`config.mk`:
```
export PLATFORM = sky130hd
export DESIGN_NAME = axum_ctx_copy_dma
export DESIGN_NICKNAME = d
export VERILOG_FILES = /design/src/rtl/axum_ctx_copy_dma.sv
export SDC_FILE = /design/constraint.sdc
export NUM_CORES = 1
export LEC_CHECK = 0
export ABC_CLOCK_PERIOD_IN_PS = 4100
export CORE_MARGIN = 2
export CORE_UTILIZATION = 44
export CTS_CLUSTER_DIAMETER = 60
export DETAILED_ROUTE_END_ITERATION = 8
export PLACE_DENSITY_LB_ADDON = 0.05
export SLEW_MARGIN = 20
export SYNTH_ARGS = -nofsm -noshare
export SYNTH_HDL_FRONTEND = slang
export SYNTH_SLANG_ARGS = --single-unit
```
`constraint.sdc`:
```
create_clock -name clk_i -period 4.1 [get_ports clk_i]
set_clock_uncertainty 0.05 [all_clocks]
set_input_delay 1.025 -clock clk_i [delete_from_list [all_inputs] [get_ports clk_i]]
set_output_delay 1.025 -clock clk_i [all_outputs]
set_load 0.02 [all_outputs]
```
`src/rtl/axum_ctx_copy_dma.sv`:
```
// Bus initiator that saves (RF -> memory) or restores (memory -> RF) registers x1..x31 of one context.
// Optional abort input is compiled in when AXUM_CTX_COPY_ABORT_EN is defined.
module axum_ctx_copy_dma #(
  parameter int unsigned             AddressWidth = 32,
  parameter int unsigned             DataWidth    = 32,
  parameter int unsigned             NumRegFiles  = 4,
  parameter logic [AddressWidth-1:0] RfBaseAddr   = AddressWidth'(32'h0002_0000)
) (
  input  logic                           clk_i,
  input  logic                           rst_ni,
  input  logic                           start_i,
  input  logic                           dir_i,
  input  logic [$clog2(NumRegFiles)-1:0] ctx_i,
  input  logic [AddressWidth-1:0]        mem_addr_i,
`ifdef AXUM_CTX_COPY_ABORT_EN
  input  logic                           abort_i,
`endif
  output logic                           busy_o,
  output logic                           done_o,
  output logic                           err_o,
  output logic [5:0]                     count_o,
  output logic                           bus_req_o,
  input  logic                           bus_gnt_i,
  output logic [AddressWidth-1:0]        bus_addr_o,
  output logic                           bus_we_o,
  output logic [DataWidth/8-1:0]         bus_be_o,
  output logic [DataWidth-1:0]           bus_wdata_o,
  input  logic                           bus_rvalid_i,
  input  logic [DataWidth-1:0]           bus_rdata_i,
  input  logic                           bus_err_i
);

  localparam int unsigned CtxW   = $clog2(NumRegFiles);
  localparam int unsigned IdxW   = 5;
  localparam int unsigned CountW = 6;
  localparam logic [IdxW-1:0] LastIdx = IdxW'(31);

  typedef enum logic [2:0] {
    ST_IDLE,
    ST_RD_REQ,
    ST_RD_WAIT,
    ST_WR_REQ,
    ST_WR_WAIT,
    ST_DONE
  } state_e;

  state_e                  state_q, state_d;
  logic                    dir_q, dir_d;
  logic [CtxW-1:0]         ctx_q, ctx_d;
  logic [AddressWidth-1:0] base_q, base_d;
  logic [IdxW-1:0]         idx_q, idx_d;
  logic [CountW-1:0]       count_q, count_d;
  logic                    err_q, err_d;
  logic                    busy_q, busy_d;
  logic                    done_q, done_d;
  logic                    req_q, req_d;
  logic                    we_q, we_d;
  logic [AddressWidth-1:0] addr_q, addr_d;
  logic [DataWidth-1:0]    wdata_q, wdata_d;
`ifdef AXUM_CTX_COPY_ABORT_EN
  logic                    abort_pend_q, abort_pend_d;
`endif

  function automatic logic [AddressWidth-1:0] rf_word_addr(input logic [CtxW-1:0] ctx,
                                                           input logic [IdxW-1:0] idx);
    return RfBaseAddr + (AddressWidth'(ctx) << 7) + (AddressWidth'(idx) << 2);
  endfunction

  function automatic logic [AddressWidth-1:0] mem_word_addr(input logic [AddressWidth-1:0] base,
                                                            input logic [IdxW-1:0]         idx);
    return base + (AddressWidth'(idx) << 2);
  endfunction

  // Next-state, datapath and registered-output computation
  always_comb begin
    state_d = state_q;
    dir_d   = dir_q;
    ctx_d   = ctx_q;
    base_d  = base_q;
    idx_d   = idx_q;
    count_d = count_q;
    err_d   = err_q;
    wdata_d = wdata_q;
    addr_d  = addr_q;
    req_d   = 1'b0;
    we_d    = 1'b0;
    busy_d  = 1'b0;
    done_d  = 1'b0;
`ifdef AXUM_CTX_COPY_ABORT_EN
    abort_pend_d = abort_pend_q;
`endif

    unique case (state_q)
      ST_IDLE: begin
        if (start_i) begin
          dir_d   = dir_i;
          ctx_d   = ctx_i;
          base_d  = mem_addr_i;
          err_d   = 1'b0;
          count_d = '0;
          idx_d   = IdxW'(1);
          state_d = ST_RD_REQ;
        end
      end
      ST_RD_REQ: if (bus_gnt_i) state_d = ST_RD_WAIT;
      ST_RD_WAIT: begin
        if (bus_rvalid_i) begin
          wdata_d = bus_rdata_i;
          if (bus_err_i) begin
            err_d   = 1'b1;
            state_d = ST_DONE;
          end else begin
            state_d = ST_WR_REQ;
          end
        end
      end
      ST_WR_REQ: if (bus_gnt_i) state_d = ST_WR_WAIT;
      ST_WR_WAIT: begin
        if (bus_rvalid_i) begin
          if (bus_err_i) begin
            err_d   = 1'b1;
            state_d = ST_DONE;
          end else begin
            count_d = count_q + CountW'(1);
            if (idx_q == LastIdx) begin
              state_d = ST_DONE;
            end else begin
              idx_d   = idx_q + IdxW'(1);
              state_d = ST_RD_REQ;
            end
          end
        end
      end
      ST_DONE: state_d = ST_IDLE;
      default: state_d = ST_IDLE;
    endcase

`ifdef AXUM_CTX_COPY_ABORT_EN
    // An accepted request must still see its response before the engine can stop
    if ((state_q == ST_RD_REQ || state_q == ST_WR_REQ) && abort_i) begin
      if (!bus_gnt_i) begin
        err_d   = 1'b1;
        state_d = ST_DONE;
      end else begin
        abort_pend_d = 1'b1;
      end
    end
    if ((state_q == ST_RD_WAIT || state_q == ST_WR_WAIT) && (abort_i || abort_pend_q)) begin
      abort_pend_d = 1'b1;
      if (bus_rvalid_i) begin
        err_d   = 1'b1;
        count_d = count_q;
        idx_d   = idx_q;
        state_d = ST_DONE;
      end
    end
    if (state_d == ST_DONE || state_d == ST_IDLE) abort_pend_d = 1'b0;
`endif

    req_d  = (state_d == ST_RD_REQ) || (state_d == ST_WR_REQ);
    we_d   = (state_d == ST_WR_REQ);
    busy_d = (state_d != ST_IDLE);
    done_d = (state_d == ST_DONE);
    if (state_d == ST_RD_REQ) begin
      addr_d = dir_d ? mem_word_addr(base_d, idx_d) : rf_word_addr(ctx_d, idx_d);
    end else if (state_d == ST_WR_REQ) begin
      addr_d = dir_d ? rf_word_addr(ctx_d, idx_d) : mem_word_addr(base_d, idx_d);
    end
  end

  always_ff @(posedge clk_i or negedge rst_ni) begin
    if (!rst_ni) begin
      state_q <= ST_IDLE;
      dir_q   <= 1'b0;
      ctx_q   <= '0;
      base_q  <= '0;
      idx_q   <= IdxW'(1);
      count_q <= '0;
      err_q   <= 1'b0;
      busy_q  <= 1'b0;
      done_q  <= 1'b0;
      req_q   <= 1'b0;
      we_q    <= 1'b0;
      addr_q  <= '0;
      wdata_q <= '0;
`ifdef AXUM_CTX_COPY_ABORT_EN
      abort_pend_q <= 1'b0;
`endif
    end else begin
      state_q <= state_d;
      dir_q   <= dir_d;
      ctx_q   <= ctx_d;
      base_q  <= base_d;
      idx_q   <= idx_d;
      count_q <= count_d;
      err_q   <= err_d;
      busy_q  <= busy_d;
      done_q  <= done_d;
      req_q   <= req_d;
      we_q    <= we_d;
      addr_q  <= addr_d;
      wdata_q <= wdata_d;
`ifdef AXUM_CTX_COPY_ABORT_EN
      abort_pend_q <= abort_pend_d;
`endif
    end
  end

  assign busy_o      = busy_q;
  assign done_o      = done_q;
  assign err_o       = err_q;
  assign count_o     = count_q;
  assign bus_req_o   = req_q;
  assign bus_we_o    = we_q;
  assign bus_addr_o  = addr_q;
  assign bus_wdata_o = wdata_q;
  assign bus_be_o    = '1;

endmodule

```
==> impl_results.md, run 1 <==
- Post-Syn Instances: 537
- Slew headroom: 57.1%
- Max Clock Freq: 258 MHz
- Synth area leaders: dfrtp_1 (52%), mux2_2 (7.4%), nand2_1 (7.3%), mux2i_1 (3.5%), xnor2_1 (2.6%)
- Top Metal Used: met4
- Chip height: 117 µm
- Final worst-path cycle share: 94.5%
- RSZ-0062 raised after global routing: no
- Core Util, Final: 64.8%
- Post-cts repair resize count: 0
- Synth top area share: 51.7%
- CTS tree: yes
- DRT iter0 DRCs: 247
- Place WS: -118 ps
- Final wirelength: 14700 µm
- TritonCTS sink count: 118
- Final Hold Vio Count: 0
- Max-cap violations: 0
- Via count of the routed design: 4667
- Post-Syn Area per Cell: 10.5 µm²
- #FFs+latches synth: 118
- Worst Hold Class: flop to flop
- DPL Wire Length: 10600 µm
- Area Growth Syn to Fin: 44.4%
- Die Wd: 117 µm
- Worst Path Required: 4350 ps
- First-pass GRT wire length: 24200 µm
- Initial antenna violation count: 0
- Share of layout cells above drive strength 1: 16.8%
- Routed length on met1: 6440 µm
- Min Tclk post-route: 3870 ps
- Wire length on met2: 7170 µm
- Dominant cell type by area after synthesis: dfrtp_1
- Met3 Wirelength: 699 µm
- Finished Cell Area: 0.00818 mm²
- P per Cell Area: 808 mW/mm²
- Clk Latency, worst-skew pair: 410 ps
- CTS H-tree depth: 4
- CP Capture Type: flop
- Placed Instance Area: 0.00755 mm²
- DP Cell Count: 867
- Antenna Nets Post-Route: 0
- Hold_buf cts: 0
- Worst slew pin tran: 644 ps
- List of most frequent post-synthesis cells: dfrtp_1 (117), nand2_1 (110), mux2_2 (37), nand3_1 (21)
- Kind of critical path: input port to flop
- GPL Wtd Cong: 0.862
- Critical path startpoint category: input port
- Mapped Area: 0.00566 mm²
- WL/cell: 16.3 µm
- Vias in the first global route: 4829
- Remaining Overflow, GRT: 0
- Critical Path AT: 4120 ps
- Total track usage: 22.2%
- Inserted Diodes: 0
- Pin count of the biggest net entering global routing: 65
- Total setup buffers inserted after CTS: 0
- Via/cell ratio: 5.19
- CTS Root Cell: clkbuf_16
- Ys flop type: dfrtp_1
- Final WS setup: 227 ps
- Status: complete, no violations
- IO buf count: 147
- Leak: 3.65 nW
- Fin cells: 899
- Clk buf depth: 2
- Yosys cell types: 59
- Endpoints failing setup: 0
- Site Rows: 41
- Layout Nets: 795
- Drt first pass iters: 4
- Core area: 0.0126 mm²
- Initial Util: 44.9%
- Yosys Warn Count: 0
- Register area share after synthesis: 52.2%
- CTS Buf Count: 17
- Post-synth ARST share: 100%
- Max VDD drop: 338 µV
- Top Ports: 152
- Post-synth EDFFs: 0
- Die footprint: 0.0138 mm²
- Post-route DRC violation count: 0
- Most common cell in the synthesized netlist: dfrtp_1
- Clock-pin slew on the worst setup and hold paths: 50 ps
- Slew Viols, Final: 0
- Crit Path Max Fanout: 5
-- worst max-delay path: stages --
cell and delay, ps:
clkdlybuf4s50_1 490, nor2b_1 310, nand4_1 210, xor2_1 190, nand2_1 100, ha_2 200, fa_2 420, a211oi_2 180
o21bai_1 100, and4_1 190, and3_1 250, a21o_1 200, a32o_1 240
-- sequential cells by signal (all words and copies together), names as in the netlist, 2 cells and up --
signal,count
base_q,32
bus_wdata_o,32
idx_q,5
ctx_q,2
state_q,3
bus_addr_o,32
count_o,6
-- routing by layer --
metal,vias to the layer above,global-route usage [%]
li1,2227,-
met3,21,5.57
met2,138,36.5
met5,-,0
met1,2281,27.9
met4,0,9.26
-- placed cells by master, fill, tap and decap left out, types with 7 or more instances in the layout --
master           Yosys  layout
clkdlybuf4s50_1      0     146
dfrtp_1            117     117
nand2_1            110     110
buf_4                4      38
mux2_2              37      37
nand3_1             21      21
nor2_1              20      20
mux2i_1             20      20
inv_1               17      17
clkbuf_16            0      17
xnor2_1             17      16
nand4_1             15      15
o21ai_0             12      12
a21oi_1             10      10
xor2_1               9       9
a22o_1               8       8
o31ai_1              7       7
o21ai_1              7       7
-- power breakdown --
part           switching, W  leakage [nW]  internal (W)
Combinational       0.00166          1.89       0.00143
Clock              0.000530         0.287       0.00102
Sequential         0.000297          1.48       0.00166
Total               0.00249          3.65       0.00412
-- metrics by stage --
step	total power [W]	TNS, ps	hold slack (ps)
after floorplan	0.00381	0	383
after global placement	0.00501	-349	402
after detailed placement	0.00508	-506	407
after CTS	0.00666	0	420
after global routing	0.00702	0	443
final	0.00661	0	417
-- cells by family after synthesis --
logic type                 Yosys count  synth area share (%)
and+or+nand+nor                    199                  16.9
DFF                                118                  52.2
AOI/OAI and AO/OA                   78                  9.76
muxes                               59                  11.4
buffers and inverters               48                  3.84
xor gates and xnor gates            26                  4.02
adders and majority gates            8                  1.90
other                                1                0.0662
-- worst paths after layout --
| kind | startpoint | end | slack (ps) | cells past startpoint |
|---|---|---|---|---|
| worst min-delay path | base_q[0] | base_q[0] | 420 | 2 |
| worst max register to register | idx_q[0] | bus_addr_o[30] | 740 | 13 |
| min in group asynchronous | rst_ni | count_o[2] | 590 | 1 |
| worst max-delay path | bus_rvalid_i | bus_addr_o[30] | 230 | 13 |
| worst min register to register | base_q[0] | base_q[0] | 420 | 2 |
| max in group asynchronous | rst_ni | bus_wdata_o[22] | 2500 | 3 |
-- area by class of cell --
| class | count | area [µm²] |
|---|---|---|
| clock buffer | 22 | 484 |
| clock inverter | 10 | 144 |
| fill | 1058 | 4440 |
| inverter | 17 | 63.8 |
| multi-input combinational | 374 | 2530 |
| sequential | 118 | 2950 |
| tap | 172 | 215 |
| timing repair buffer | 186 | 1790 |
(Power assumes the default switching activity.)
==> inputs of run 2 (changes only) <==
--- a/config.mk
+++ b/config.mk
@@ -5,9 +5,9 @@
 export SDC_FILE = /design/constraint.sdc
 export NUM_CORES = 1
 export LEC_CHECK = 0
-export ABC_CLOCK_PERIOD_IN_PS = 4100
+export ABC_CLOCK_PERIOD_IN_PS = 4700
 export CORE_MARGIN = 2
-export CORE_UTILIZATION = 44
+export CORE_UTILIZATION = 48
 export CTS_CLUSTER_DIAMETER = 60
 export DETAILED_ROUTE_END_ITERATION = 8
 export PLACE_DENSITY_LB_ADDON = 0.05
==> constraint.sdc (replaced) <==
create_clock -name clk_i -period 4.7 [get_ports clk_i]
set_clock_uncertainty 0.05 [all_clocks]
set_input_delay 1.175 -clock clk_i [delete_from_list [all_inputs] [get_ports clk_i]]
set_output_delay 1.175 -clock clk_i [all_outputs]
set_load 0.02 [all_outputs]
==> run 2 against run 1 <==
- utilization is 4.4 points higher
- non-clock buffer count decreased by 21
- die area shrank 8.1%
- sequential cell count unchanged
- clock power fell by 17%
- final cell count is 5.6% lower
==> impl_results.md, run 2 (same netlist as run 1, synthesis figures left out) <==
- Status: complete, no violations (unchanged)
- Crit Path Max Fanout: 5 (unchanged)
- Pwr Total: 0.00560 W (was 0.00661 W)
- Worst Hold Class: flop to flop (unchanged)
- DRT iter0 DRCs: 184 (was 247)
- Max VDD drop: 345 µV (was 338 µV)
- Hold_buf cts: 0 (unchanged)
- Int Pwr: 0.00346 W (was 0.00412 W)
- First-pass GRT wire length: 23500 µm (was 24200 µm)
- Endpoints failing setup: 0 (unchanged)
- Final worst-path cycle share: 90.8%
- Post-route DRC violation count: 0 (unchanged)
- Critical path startpoint category: input port (unchanged)
- FILL cells: 902 (was 1058)
- Via/cell ratio: 5.39 (was 5.19)
- Share of layout cells above drive strength 1: 14.0% (was 16.8%)
- Critical Path AT: 4510 ps (was 4120 ps)
- Most common cell after layout, fill and taps aside: clkdlybuf4s50_1 (unchanged)
- Via count of the routed design: 4572 (was 4667)
- Clk buf depth: 2 (unchanged)
- Post-cts repair resize count: 0 (unchanged)
- Site Rows: 39 (was 41)
- CTS H-tree depth: 4 (unchanged)
- Sequential share of power: 30.5% (was 29.7%)
- Logic pwr share: 46.5% (was 46.9%)
- Final Hold Vio Count: 0 (unchanged)
- Clk Latency, worst-skew pair: 400 ps (was 410 ps)
- Max-cap violations: 0 (unchanged)
- Reg2Reg Depth: 13 (unchanged)
- Hold path cells: 2 (unchanged)
- Total setup buffers inserted after CTS: 0 (unchanged)
- Top Ports: 152 (unchanged)
- Footprint of the multi-input gates: 0.00252 mm² (was 0.00253 mm²)
- Final wirelength: 14100 µm (was 14700 µm)
- Commonest non-fill, non-tap cells in the layout: clkdlybuf4s50_1 (146), dfrtp_1 (117), nand2_1 (110), mux2_2 (37), nand3_1 (21) (was clkdlybuf4s50_1 (146), dfrtp_1 (117), nand2_1 (110), buf_4 (38), mux2_2 (37))
- Layout Nets: 774 (was 795)
- Sw Ratio: 38.2% (was 37.7%)
- RSZ-0062 raised after global routing: no (unchanged)
- R2R Path End: bus_addr_o[24] (was bus_addr_o[30])
- TritonCTS sink count: 118 (unchanged)
- Pin count of the biggest net entering global routing: 65 (unchanged)
- Vias in the first global route: 4655 (was 4829)
- Worst slew pin tran: 820 ps (was 644 ps)
- Leak: 3.54 nW (was 3.65 nW)
- CP Capture Type: flop (unchanged)
- P per Cell Area: 706 mW/mm² (was 808 mW/mm²)
- IO buf count: 147 (unchanged)
- Kind of critical path: input port to flop (unchanged)
- Core area: 0.0115 mm² (was 0.0126 mm²)
- Slew Viols, Final: 0 (unchanged)
- Seq. cell area: 0.00295 mm² (unchanged)
- Place WS: 84.9 ps (was -118 ps)
- Drt first pass iters: 5 (was 4)
- Clock power share: 23.0% (was 23.5%)
- Setup tns final: 0 ps (unchanged)
- Finished Cell Area: 0.00794 mm² (was 0.00818 mm²)
- Antenna Nets Post-Route: 0 (unchanged)
- Die footprint: 0.0127 mm² (was 0.0138 mm²)
- Area Growth Syn to Fin: 40.1% (was 44.4%)
- Switching Power: 0.00214 W (was 0.00249 W)
- Max Clock Freq: 234 MHz
- Chip height: 113 µm (was 117 µm)
- Hold Path End: base_q[0] (unchanged)
- Min Tclk post-route: 4270 ps
- CTS Root Cell: clkbuf_16 (unchanged)
- Final WS setup: 430 ps (was 227 ps)
- DPL Wire Length: 10200 µm (was 10600 µm)
- Crit Reg-Reg Startpoint: idx_q[0] (unchanged)
- Inserted Diodes: 0 (unchanged)
- Clock-pin slew on the worst setup and hold paths: 60 ps (was 50 ps)
- Hold wc startpoint: base_q[0] (unchanged)
- CTS tree: yes (unchanged)
- Total track usage: 23.1% (was 22.2%)
- Slew headroom: 45.3% (was 57.1%)
- R2R Setup Slk: 1120 ps (was 740 ps)
- CTS Buf Count: 17 (unchanged)
- GPL Wtd Cong: 0.832 (was 0.862)
- Die Wd: 113 µm (was 117 µm)
- Initial Util: 49.4% (was 44.9%)
- Worst Path Required: 4940 ps (was 4350 ps)
- WL/cell: 16.6 µm (was 16.3 µm)
- Initial antenna violation count: 0 (unchanged)
- Placed Instance Area: 0.00733 mm² (was 0.00755 mm²)
- Remaining Overflow, GRT: 0 (unchanged)
[run 2: routing by layer]
layer  vias to the layer above  track usage (%)  routed length [µm]  part of all wire (%)
li1                       2194                -                   -                     -
met5                         -                0                   0                     0
met1                      2186             30.7                6290                    45
met3                        17             5.24                 898                   6.4
met2                       175             37.6                6750                    48
met4                         0             7.89                 159                   1.1
[run 2: per-stage QoR]
| stage | hold slack, ps | utilization [%] | instances |
|---|---|---|---|
| final | 410 | 69.2 | 849 |
| after global routing | 441 | 69.2 | 849 |
| after CTS | 418 | 69.2 | 849 |
| after detailed placement | 405 | 63.9 | 817 |
| after global placement | 394 | 63.9 | 817 |
| after floorplan | 383 | - | 540 |
[run 2: how the worst max path moves through the flow]
stage | startpoint | endpoint | slack [ps] | depth (start not counted)
6_report | bus_rvalid_i | bus_addr_o[24] | 430 | 13
3_5_place_dp | bus_rvalid_i | bus_addr_o[24] | 80 | 13
5_1_grt | bus_rvalid_i | bus_addr_o[24] | 130 | 12
2_1_floorplan | start_i | bus_addr_o[28] | 60 | 18
3_3_place_gp | bus_rvalid_i | bus_addr_o[30] | 150 | 13
4_1_cts | bus_rvalid_i | bus_addr_o[24] | 450 | 13
[run 2: worst max-delay path, cell delays in order]
cell and delay [ps]:
clkdlybuf4s50_1 520, nor2b_1 310, nand4_1 200, xor2_1 180, nand2_1 110, ha_1 220, fa_1 440, a211oi_1 280
o21bai_1 130, and4_1 240, and2_1 220, and4_1 180, o41ai_1 320
[run 2: layout make-up]
cell class	count	share of cell area, %
Tap cell	143	2.25
Inverter	17	0.804
Multi-Input combinational cell	374	31.8
Clock buffer	21	6.05
Timing Repair Buffer	165	20.4
Sequential cell	118	37.2
Clock inverter	11	1.55
[run 2: power groups by stage]
stage,Sequential (W),Combinational [W],Clock (W)
floorplan,0.00197,0.00132,0
global placement,0.00170,0.00256,0
detailed placement,0.00172,0.00261,0
CTS,0.00171,0.00262,0.00130
global route,0.00177,0.00282,0.00136
finish,0.00171,0.00260,0.00129
